### src/rtl/hdmi_period_sequencer.sv
`default_nettype none
// ============================================================================
// Module      : hdmi_period_sequencer
// Description : HDMI raster timing and period sequencer. Keeps horizontal and
//               vertical position counters on the TMDS clock and decodes them,
//               together with a one-bit island state register, into the
//               period type (control / data island / video), guard bands,
//               preambles, sync levels and per-channel control symbols.
//
// Ports
//   tmds_clk       in   TMDS character clock; all state changes on rising edge
//   n_rst          in   asynchronous active-low reset
//   island_req     in   a data island is pending upstream (sampled at S-1)
//   island_ack     out  one-cycle pulse at island start: island accepted
//   period_type    out  00 control, 01 data island, 10 video
//   guard_band     out  current cycle is a guard-band cycle
//   ctrl_ch0..2    out  control symbols per TMDS channel
//   hsync, vsync   out  active-high sync
//   pixel_req      out  active pixel cycle
//   pixel_x/y      out  horizontal / vertical counters
//   island_active  out  data-island packet cycle
//   island_idx     out  packet cycle index 0..31 (0 outside packet cycles)
//
// Legal configuration: H_ACTIVE + ISL_OFS + 44 <= H_TOTAL - 10, so the island
// always completes before the video preamble of the next line can start.
//
// Revision    : 1.0 - initial release
// ============================================================================
module hdmi_period_sequencer #(
    parameter int H_ACTIVE = 640,
    parameter int H_FP     = 16,
    parameter int H_SYNC   = 96,
    parameter int H_BP     = 48,
    parameter int V_ACTIVE = 480,
    parameter int V_FP     = 10,
    parameter int V_SYNC   = 2,
    parameter int V_BP     = 33,
    parameter int ISL_OFS  = 32
) (
    input  logic        tmds_clk,
    input  logic        n_rst,
    input  logic        island_req,
    output logic        island_ack,
    output logic [1:0]  period_type,
    output logic        guard_band,
    output logic [1:0]  ctrl_ch0,
    output logic [1:0]  ctrl_ch1,
    output logic [1:0]  ctrl_ch2,
    output logic        hsync,
    output logic        vsync,
    output logic        pixel_req,
    output logic [11:0] pixel_x,
    output logic [11:0] pixel_y,
    output logic        island_active,
    output logic [4:0]  island_idx
);

    localparam int H_TOTAL = H_ACTIVE + H_FP + H_SYNC + H_BP;
    localparam int V_TOTAL = V_ACTIVE + V_FP + V_SYNC + V_BP;
    localparam int ISL_S   = H_ACTIVE + ISL_OFS;

    // Raster boundaries as 12-bit constants so every compare is width-matched.
    localparam logic [11:0] c_h_last   = 12'(H_TOTAL - 1);
    localparam logic [11:0] c_v_last   = 12'(V_TOTAL - 1);
    localparam logic [11:0] c_h_act    = 12'(H_ACTIVE);
    localparam logic [11:0] c_v_act    = 12'(V_ACTIVE);
    localparam logic [11:0] c_hs_beg   = 12'(H_ACTIVE + H_FP);
    localparam logic [11:0] c_hs_end   = 12'(H_ACTIVE + H_FP + H_SYNC);
    localparam logic [11:0] c_vs_beg   = 12'(V_ACTIVE + V_FP);
    localparam logic [11:0] c_vs_end   = 12'(V_ACTIVE + V_FP + V_SYNC);
    localparam logic [11:0] c_vpre_beg = 12'(H_TOTAL - 10);
    localparam logic [11:0] c_vgb_beg  = 12'(H_TOTAL - 2);

    // Data island landmarks relative to the start point S.
    localparam logic [11:0] c_isl_arm  = 12'(ISL_S - 1);
    localparam logic [11:0] c_isl_s    = 12'(ISL_S);
    localparam logic [11:0] c_isl_gb0  = 12'(ISL_S + 8);
    localparam logic [11:0] c_isl_pk   = 12'(ISL_S + 10);
    localparam logic [11:0] c_isl_gb1  = 12'(ISL_S + 42);
    localparam logic [11:0] c_isl_last = 12'(ISL_S + 43);
    localparam logic [4:0]  c_isl_pk5  = 5'(ISL_S + 10);

    typedef enum logic [0:0] {
        ISL_IDLE = 1'b0,
        ISL_BUSY = 1'b1
    } isl_state_t;

    logic [11:0] r_h_cnt;
    logic [11:0] r_v_cnt;
    isl_state_t  r_isl_state;
    isl_state_t  w_isl_next;

    logic [11:0] w_v_next;
    logic        w_next_line_active;
    logic        w_video_active;
    logic        w_hsync;
    logic        w_vsync;

    // ------------------------------------------------------------------------
    // Raster counters. Reset parks the beam at the start of the horizontal
    // blank of the last line, so the first line after release is line 0 and
    // it is preceded by its complete preamble and guard band.
    // ------------------------------------------------------------------------
    always_ff @(posedge tmds_clk or negedge n_rst) begin
        if (!n_rst) begin
            r_h_cnt <= c_h_act;
            r_v_cnt <= c_v_last;
        end else if (r_h_cnt == c_h_last) begin
            r_h_cnt <= '0;
            r_v_cnt <= (r_v_cnt == c_v_last) ? 12'd0 : r_v_cnt + 12'd1;
        end else begin
            r_h_cnt <= r_h_cnt + 12'd1;
        end
    end

    // ------------------------------------------------------------------------
    // Island state register. The request is looked at only on the edge that
    // leaves h_cnt == S-1; any other request cycle is ignored. Once accepted,
    // the island runs to S+43 on its own, so one island per line at most.
    // ------------------------------------------------------------------------
    always_ff @(posedge tmds_clk or negedge n_rst) begin
        if (!n_rst) begin
            r_isl_state <= ISL_IDLE;
        end else begin
            r_isl_state <= w_isl_next;
        end
    end

    always_comb begin
        w_isl_next = r_isl_state;
        case (r_isl_state)
            ISL_IDLE: begin
                if ((r_h_cnt == c_isl_arm) && island_req) begin
                    w_isl_next = ISL_BUSY;
                end
            end
            ISL_BUSY: begin
                if (r_h_cnt == c_isl_last) begin
                    w_isl_next = ISL_IDLE;
                end
            end
            default: w_isl_next = ISL_IDLE;
        endcase
    end

    // ------------------------------------------------------------------------
    // Decodes of the registered position. The preamble and guard band at the
    // end of a line belong to the following line, hence the look-ahead on
    // the vertical counter (the last line announces line 0).
    // ------------------------------------------------------------------------
    assign w_v_next           = (r_v_cnt == c_v_last) ? 12'd0 : r_v_cnt + 12'd1;
    assign w_next_line_active = (w_v_next < c_v_act);
    assign w_video_active     = (r_h_cnt < c_h_act) && (r_v_cnt < c_v_act);
    assign w_hsync            = (r_h_cnt >= c_hs_beg) && (r_h_cnt < c_hs_end);
    assign w_vsync            = (r_v_cnt >= c_vs_beg) && (r_v_cnt < c_vs_end);

    always_comb begin
        period_type   = 2'b00;
        guard_band    = 1'b0;
        ctrl_ch1      = 2'b00;
        ctrl_ch2      = 2'b00;
        pixel_req     = 1'b0;
        island_ack    = 1'b0;
        island_active = 1'b0;
        island_idx    = 5'd0;

        if (w_video_active) begin
            period_type = 2'b10;
            pixel_req   = 1'b1;
        end else if (w_next_line_active && (r_h_cnt >= c_vpre_beg) &&
                     (r_h_cnt < c_vgb_beg)) begin
            // Video preamble: CTL0 set on channel 1, channel 2 idle.
            ctrl_ch1 = 2'b01;
        end else if (w_next_line_active && (r_h_cnt >= c_vgb_beg)) begin
            period_type = 2'b10;
            guard_band  = 1'b1;
        end else if (r_isl_state == ISL_BUSY) begin
            // The busy state only spans S..S+43, so these ranges are enough.
            island_ack = (r_h_cnt == c_isl_s);
            if (r_h_cnt < c_isl_gb0) begin
                // Island preamble: CTL0 on channel 1 and CTL2 on channel 2.
                ctrl_ch1 = 2'b01;
                ctrl_ch2 = 2'b01;
            end else if ((r_h_cnt < c_isl_pk) || (r_h_cnt >= c_isl_gb1)) begin
                period_type = 2'b01;
                guard_band  = 1'b1;
            end else begin
                period_type   = 2'b01;
                island_active = 1'b1;
                // 32 packet cycles, so modulo-32 subtraction gives the index.
                island_idx    = r_h_cnt[4:0] - c_isl_pk5;
            end
        end
    end

    // Sync and channel-0 symbols never depend on island or preamble state.
    assign hsync    = w_hsync;
    assign vsync    = w_vsync;
    assign ctrl_ch0 = {w_vsync, w_hsync};
    assign pixel_x  = r_h_cnt;
    assign pixel_y  = r_v_cnt;

endmodule
`default_nettype wire

### config.mk
export PLATFORM = sky130hd
export DESIGN_NAME = hdmi_period_sequencer
export DESIGN_NICKNAME = d
export VERILOG_FILES = /design/src/rtl/hdmi_period_sequencer.sv
export SDC_FILE = /design/constraint.sdc
export NUM_CORES = 1
export LEC_CHECK = 0
export ABC_AREA = 1
export CORE_MARGIN = 1.5
export CORE_UTILIZATION = 40
export CTS_CLUSTER_SIZE = 20
export DETAILED_ROUTE_END_ITERATION = 12
export HOLD_SLACK_MARGIN = 0.1
export PLACE_DENSITY = 0.72
export SLEW_MARGIN = 20
export SYNTH_ARGS = -nofsm -noshare
export SYNTH_HDL_FRONTEND = slang
export SYNTH_SLANG_ARGS = --single-unit
### constraint.sdc
create_clock -name tmds_clk -period 2.85 [get_ports tmds_clk]
set_input_delay 0.57 -clock tmds_clk [delete_from_list [all_inputs] [get_ports tmds_clk]]
set_output_delay 0.57 -clock tmds_clk [all_outputs]
set_load 0.01 [all_outputs]
# Yosys cells after proc, flatten, opt, wreduce, memory -nomap -nowiden
# Index checks and enable logic that the tools add are counted.
# W data, S select, Z words.
# classes
n_lt_le_gt_ge	13
bitwise_logic	1
n_addsub	3
reduce_logical	8
n_eq_ne	5
n_mux	40
# ops
cell	n
$eq A12 B10 Y1 const B	5
$lt A12 B10 Y1 const B	5
$ge A12 B10 Y1 const B	4
$lt A12 B9 Y1 const B	3
$mux W5	6
$mux W1	28
$add A12 B1 Y12 const B	2
$mux W12	2
$ge A12 B9 Y1 const B	1
$logic_and A1 B1 Y1	7
$mux W2	3
$sub A5 B4 Y5 const B	1
$pmux W1 S2	1
$logic_or A1 B1 Y1	1
$not A1 Y1	1
# word_totals
wordCells	73
input_bits	3
register_bits	25
output_inout_bits	43

# Logic depth before layout (Yosys ltp)
# Gate-level depths: netlist (run 1).
# logic_depth
word_depth	8
depth_mapped	12
ltp_nobuf	12

# Worst setup path after synthesis (run 1)
# No wires, ideal clock.
# synth_path
path_kind	reg-to-output
start	reg r_v_cnt[0], in the netlist pixel_y[0]
end	out guard_band
setup_slack_ns	0.758
required_time_ns	2.280
arrival_time_ns	1.522
path_buffers	0
stages_incl_launch_ff	13
path_cell_list	dfrtp_1 > inv_1 > ha_1 > nand2_1 > nor2_1 > nand3_2 > nand2_1 > nor2_2 > nor2_4 > nand3_4 > nand2_1 > nand2_1 > inv_1
# synth_via
elab_chain_len	7
word_cells_on_any_way	12
cone_classes	add/sub (1); order compare (2); eq/ne (1); mux (4); reduce/logical (4)
# synth_lines
element	line_no	source
start, declared	89	logic [11:0] r_v_cnt;
start signal, assigned	107	r_v_cnt <= c_v_last;
start signal, assigned	110	r_v_cnt <= (r_v_cnt == c_v_last) ? 12'd0 : r_v_cnt + 12'd1;
$add A12 B1 Y12 or $eq A12 B10 Y1 (tied branches)	151	assign w_v_next = (r_v_cnt == c_v_last) ? 12'd0 : r_v_cnt + 12'd1;
$mux W12	151	
$lt A12 B9 Y1	152	assign w_next_line_active = (w_v_next < c_v_act);
$logic_and A1 B1 Y1, on equally long branches	174, 170	
$mux W1 or $logic_and A1 B1 Y1 (tied branches)	174, 170	
$mux W1	170	end else if (w_next_line_active && (r_h_cnt >= c_vpre_beg) &&
$mux W1 *	167	if (w_video_active) begin
end, declared	45	output logic guard_band,
# Every way passes the cells marked *; elsewhere a longest branch is shown, timed or not.

# Final worst setup path (run 1)
# layout_path
start	reg r_v_cnt[3], in the netlist pixel_y[3]
end	out guard_band
# The elaborated chain is that of the path after synthesis.

==> results of run 1 <==
## per-layer routing
metal | track usage, % | up-vias | part of all wire, % | routed length (um)
li1 | - | 1009 | - | -
met4 | 6.08 | 0 | 1.1 | 55
met3 | 3.31 | 7 | 5.7 | 278
met2 | 34.3 | 66 | 49 | 2380
met5 | 0 | - | 0 | 0
met1 | 24.4 | 917 | 44 | 2160
## how the worst max path moves through the flow
stage	start	to	slack [ns]	cells after the start
detailed placement	pixel_y[0]	period_type[1]	0.15	11
CTS	pixel_x[9]	island_idx[2]	0.005	9
floorplan	pixel_y[0]	guard_band	0.76	12
finish	pixel_y[3]	guard_band	0.20	12
global route	pixel_y[0]	period_type[1]	0.007	10
global placement	pixel_x[9]	period_type[0]	0.19	11
## timing repair
item                       in CTS  in global routing
resized for setup              11                  7
pin swaps                       0                  2
setup buffers                   3                  1
hold buffers                    0                  0
setup endpoints to repair      10                  8
## area by class of cell
type                            instances  area, sq um
Clock buffer                            4         45.0
Fill cell                             475         2160
Inverter                               49          184
Multi-Input combinational cell        210         1140
Sequential cell                        25          632
Tap cell                               67         83.8
Timing Repair Buffer                   48          477
## worst max-delay path, cell delays in order (launching register included)
cell and delay (ns):
dfstp_2 0.62, nand3_2 0.14, nor2_4 0.15, nand2_1 0.07, nand2_1 0.06, nand2_1 0.06, nor2_2 0.11, nand2_2 0.10
nand3_4 0.10, nand2_1 0.05, nand2_1 0.05, inv_1 0.03, dlygate4sd2_1 0.27
## metrics by stage
step / worst slack, ns / hold WS [ns] / total power, mW
after global routing: 0.00666 / 0.566 / 0.613
after floorplan: 0.758 / 0.274 / 0.365
after global placement: 0.195 / 0.521 / 0.374
after CTS: 0.00502 / 0.535 / 0.593
final: 0.197 / 0.528 / 0.581
after detailed placement: 0.153 / 0.515 / 0.374
## cell usage after synthesis
cell type	instances
nand2_4	1
nor2_4	4
nand2_2	3
nand3_1	20
ha_1	7
conb_1	1
o21bai_1	1
o21ai_0	14
inv_2	6
o21ai_2	1
dfstp_2	5
inv_1	43
buf_2	2
nor3_1	4
a311oi_1	1
a21oi_2	1
nand3_4	1
a2111oi_0	1
nand3b_1	2
nand2_1	70
nor2_2	6
nand3_2	6
buf_4	4
o31ai_1	1
a221oi_1	1
o22ai_1	1
dfrtp_1	20
o221a_2	1
nor2_1	41
xor2_1	6
o21ai_1	1
nor3_2	1
a21oi_1	5
nor4_1	1
nand4_1	6
## registers in the layout, summed over array words and instances (netlist names)
signal	count
pixel_y	12
r_isl_state	1
pixel_x	12
## power by group through the flow
stage	registers, mW	clock network (mW)	logic [mW]
after floorplan	0.362	0	0.00318
after detailed placement	0.362	0	0.0124
after global routing	0.355	0.244	0.0141
final	0.355	0.214	0.0116
after global placement	0.362	0	0.0122
after CTS	0.355	0.226	0.0124
## logic make-up (layout without fill, tap and decap cells)
kind of cell | Yosys count | count (layout) | synth area share [%]
other | 1 | 2 | 0.190
flip-flops | 25 | 25 | 32.0
AO/OA/AOI/OAI | 29 | 29 | 8.95
AND/OR/NAND/NOR | 166 | 166 | 40.4
XOR/XNOR | 6 | 6 | 2.66
adder cells (fa/ha/maj) | 7 | 7 | 4.44
buffers and inverters | 55 | 101 | 11.4
==> impl_metrics.csv, run 1 <==
group,metric,value,unit
cells_and_area,layout_common_cells,"nand2_1, inv_1, nor2_1",
synthesis,ys_top_cells_by_area,"dfrtp_1, nand2_1, inv_1, nor2_1, dfstp_2",
timing,finalCritPeriodShare,93.1,%
floorplan,initial_core_util,41.7,%
timing,setup_viol,0,
clock_tree,cts_buffer_depth,2,
grt,grt_max_degree,26,
flow_run,max_cap_violations,0,
place,place_area,2460,sq um
power,intPower,458,uW
clock_tree,clock-sinks,25,
timing,rsz0062_at_grt,"no",
power,leakagePower,1.26,nW
synthesis,synth_seq_area_share,32.0,%
floorplan,die_w,73.2,um
route,drt_iter0_drc,115,
synthesis,synth_top_area_share,25.4,%
place,dp_cells,395,
route,post-route-drc-count,0,
power,seqPwrFrac,61.1,%
timing,fmax,0.377,GHz
worst_setup_path,critical_path_required,2.28,ns
synthesis,synth_cells,289,
route,via_per_inst,4.96,
grt,grt_overflow,0,
route,antenna_left,0,
clock_tree,cts_tree,"yes",
grt,antenna_found_initial,0,
cells_and_area,diodes,0,
floorplan,core,4720,sq um
timing,finClkSkew,0.00672,ns
timing,period_needed,2.65,ns
power,comb_power_share,2.0,%
grt,grt_pass1_vias,1847,
worst_setup_path,r2r_end,"pixel_x[5]",
synthesis,ys_warn_count,0,
route,avgRoutedWirePerCell,12.1,um
worst_setup_path,cp_max_fo,7,
cells_and_area,area_growth,30.0,%
floorplan,dieArea,5360,sq um
clock_tree,numCtsBuffers,3,
run_status,status,"finished clean",
place,place.port_buffers,43,
floorplan,std_cell_rows,25,
power,clkPwrFrac,36.9,%
synthesis,synth-seq-cells,25,
route,wirelength,4870,um
place,gp_congestion,0.877,
worst_setup_path,reg2reg_depth,6,
floorplan,io_pins,46,
timing,fin_setup_tns,0,ns
worst_hold_path,min_to,"pixel_x[9]",
synthesis,yosys.area.top_type,"dfrtp_1",
cells_and_area,final_cell_area,2560,sq um
timing,drv_slew,0,
worst_hold_path,hold_class,"register to register",
timing,hold_viol,0,
cells_and_area,fin_nets,347,
worst_setup_path,reg2reg_slack,0.69,ns
clock_tree,clk_latency,0.27,ns
power,peakVddDrop,151,uV
synthesis,synth_cell_type_count,35,
route,vias,1999,
cells_and_area,utilization,54.3,%
synthesis,synth_area_per_cell,6.82,sq um
synthesis,syn_area,1970,sq um
clock_tree,clk_pin_slew_worst_paths,0.08,ns
worst_setup_path,startpoint_type,"register",
grt,grt_pass1_wl,8240,um
worst_hold_path,hold_depth,2,
power,cellPowerDensity,227,nW/um^2
floorplan,dieHeight,73.2,um
worst_hold_path,holdCritStartpoint,"pixel_x[9]",
clock_tree,htreeDepth,1,
worst_setup_path,criticalPathCategory,"register to output port",
worst_setup_path,r2r-start,"pixel_x[1]",
route,first_pass_iters,4,
power,switching_power,123,uW
cells_and_area,instances_no_fill,403,
clock_tree,clock_tree.root_cell,"clkbuf_8",
power,swShare,21.1,%
grt,grt_use_total,19.6,%
worst_setup_path,cp_data_arrival_time,2.08,ns
cells_and_area,drive_gt1_share,14.3,%
place,hpwl,3800,um
cells_and_area,layout_commonest_cell,"nand2_1",
worst_setup_path,end_kind,"output port",
Note: power is estimated with default switching activity, not from simulation.
==> run 2: changes to the inputs <==
Settings changed: CAP_MARGIN set to 5.
==> results of run 2 <==
Final layout, timing and power as in run 1 (identical DEF).
==> run 3: changes to the inputs <==
Settings changed: DONT_BUFFER_PORTS set to 1, PLACE_DENSITY 0.72 to 0.6.
Clock period 2.85 ns to 3.4 ns, I/O delays scaled along.
==> impl_metrics.csv, run 3 (synthesis results as in run 1) <==
group,metric,value,unit
cells_and_area,fill_cells,505,
place,gp_congestion,0.904,
floorplan,initial_core_util,41.7,%
timing,fin_setup_tns,0,ns
worst_setup_path,criticalPathCategory,"register to output port",
timing,worst_pin_slew,0.951,ns
clock_tree,clock-sinks,25,
route,vias,1810,
worst_setup_path,end_kind,"output port",
route,wirelength,4890,um
worst_setup_path,cp_data_arrival_time,2.01,ns
clock_tree,clk_latency,0.28,ns
grt,antenna_found_initial,0,
worst_setup_path,crit_chain,"ha_1 > nand3_2 > nor2_4 > nand2_1 > nand2_1 > nand2_1 > nor2_2 > nand2_2 > nand3_2 > nand2_1 > nor2_1",
timing,period_needed,2.69,ns
route,antenna_left,0,
place,hpwl,3700,um
cells_and_area,fin_nets,300,
floorplan,dieArea,5360,sq um
clock_tree,numCtsBuffers,3,
floorplan,io_pins,46,
floorplan,die_w,73.2,um
grt,grt_max_degree,21,
timing,drv_slew,0,
cells_and_area,diodes,0,
power,cellPowerDensity,236,nW/um^2
run_status,status,"finished clean",
flow_run,max_cap_violations,0,
route,drt_iter0_drc,71,
power,leakagePower,0.961,nW
timing,hold_viol,0,
grt,grt_use_total,19.8,%
cells_and_area,instances_no_fill,356,
worst_hold_path,hold_class,"primary input to asynchronous set/reset pin",
place,dp_cells,351,
clock_tree,clock_tree.root_cell,"clkbuf_8",
clock_tree,cts_buffer_depth,2,
timing,finClkSkew,0.00846,ns
worst_setup_path,cp_common_cell,"nand2_1",
cells_and_area,layout_common_cells,"nand2_1, inv_1, nor2_1",
cells_and_area,multi_input_area,1120,sq um
clock_tree,clk_pin_slew_worst_paths,0.10,ns
grt,grt_pass1_wl,8270,um
floorplan,std_cell_rows,25,
route,avgRoutedWirePerCell,13.7,um
grt,grt_overflow,0,
timing,fmax,0.372,GHz
timing,setup_viol,0,
timing,finalCritPeriodShare,79.1,%
place,place.port_buffers,0,
cells_and_area,area_growth,4.95,%
floorplan,core,4720,sq um
worst_setup_path,cp_max_fo,6,
clock_tree,htreeDepth,1,
clock_tree,post_cts_buffers,0,
timing,rsz0062_at_grt,"no",
worst_setup_path,reg2reg_slack,1.19,ns
cells_and_area,ff_latch_area,632,sq um
worst_setup_path,critPathMaxStageDelay,0.49,ns
route,post-route-drc-count,0,
worst_setup_path,startpoint_type,"register",
route,via_per_inst,5.08,
worst_setup_path,crit_slowest_cell,"dfrtp_1",
timing,slew_headroom,36.0,%
grt,grt_pass1_vias,1783,
clock_tree,cts_tree,"yes",
floorplan,dieHeight,73.2,um
cells_and_area,drive_gt1_share,13.8,%
worst_setup_path,critical_path_required,2.72,ns
power,peakVddDrop,160,uV
route,first_pass_iters,4,
cells_and_area,layout_commonest_cell,"nand2_1",
## run 3: power breakdown
part / switching [mW] / internal [mW]
Sequential: 0 / 0.297
Combinational: 0.00591 / 0.000411
Clock: 0.101 / 0.0840
## run 3: layout make-up
cell class,count,area share (%)
Clock buffer,4,2.18
Inverter,49,8.89
Multi-Input combinational cell,210,54.1
Sequential cell,25,30.5
Tap cell,67,4.05
Timing Repair Buffer,1,0.242
## run 3: through the flow
| step | cell area, sq um | power, mW | util (%) | setup WS (ns) | hold slack (ns) |
|---|---|---|---|---|---|
| after CTS | 2070 | 0.494 | 43.9 | 0.709 | 0.232 |
| final | 2070 | 0.489 | 43.8 | 0.712 | 0.232 |
| after detailed placement | 2020 | 0.304 | 42.8 | 1.03 | 0.385 |
| after global placement | 2020 | 0.304 | 42.8 | 1.01 | 0.385 |
| after floorplan | 1980 | 0.306 | - | 1.20 | 0.384 |
| after global routing | 2070 | 0.504 | 43.8 | 0.472 | 0.218 |
## run 3: metal layers
metal	GRT usage (%)	vias to the layer above	wire, um
met2	33.0	57	2350
met5	0	-	0
met3	5.80	8	330
met1	24.5	833	2130
li1	-	912	-
met4	5.87	0	78
## run 3: worst paths after layout
kind / from / endpoint / cells after the start
setup / recovery: pixel_y[1] / period_type[0] / 11
setup reg to reg: pixel_x[1] / pixel_x[5] / 6
min in group tmds_clk: pixel_x[9] / pixel_x[9] / 2
hold reg to reg: pixel_x[9] / pixel_x[9] / 2
hold / removal: n_rst / pixel_y[2] / 0
max in group asynchronous: n_rst / pixel_x[1] / 1
## run 3: repair_timing
action	CTS	global route
endpoints found under the setup margin	0	0
hold buffers	1	0
gates resized for setup	0	0
hold endpoints to repair	20	0
## run 3: critical path, delay by kind of cell (launching register included)
family	cells	cell delay, ns
adder cells (fa/ha/maj)	1	0.25
flip-flops	1	0.49
AND/OR/NAND/NOR	10	0.98
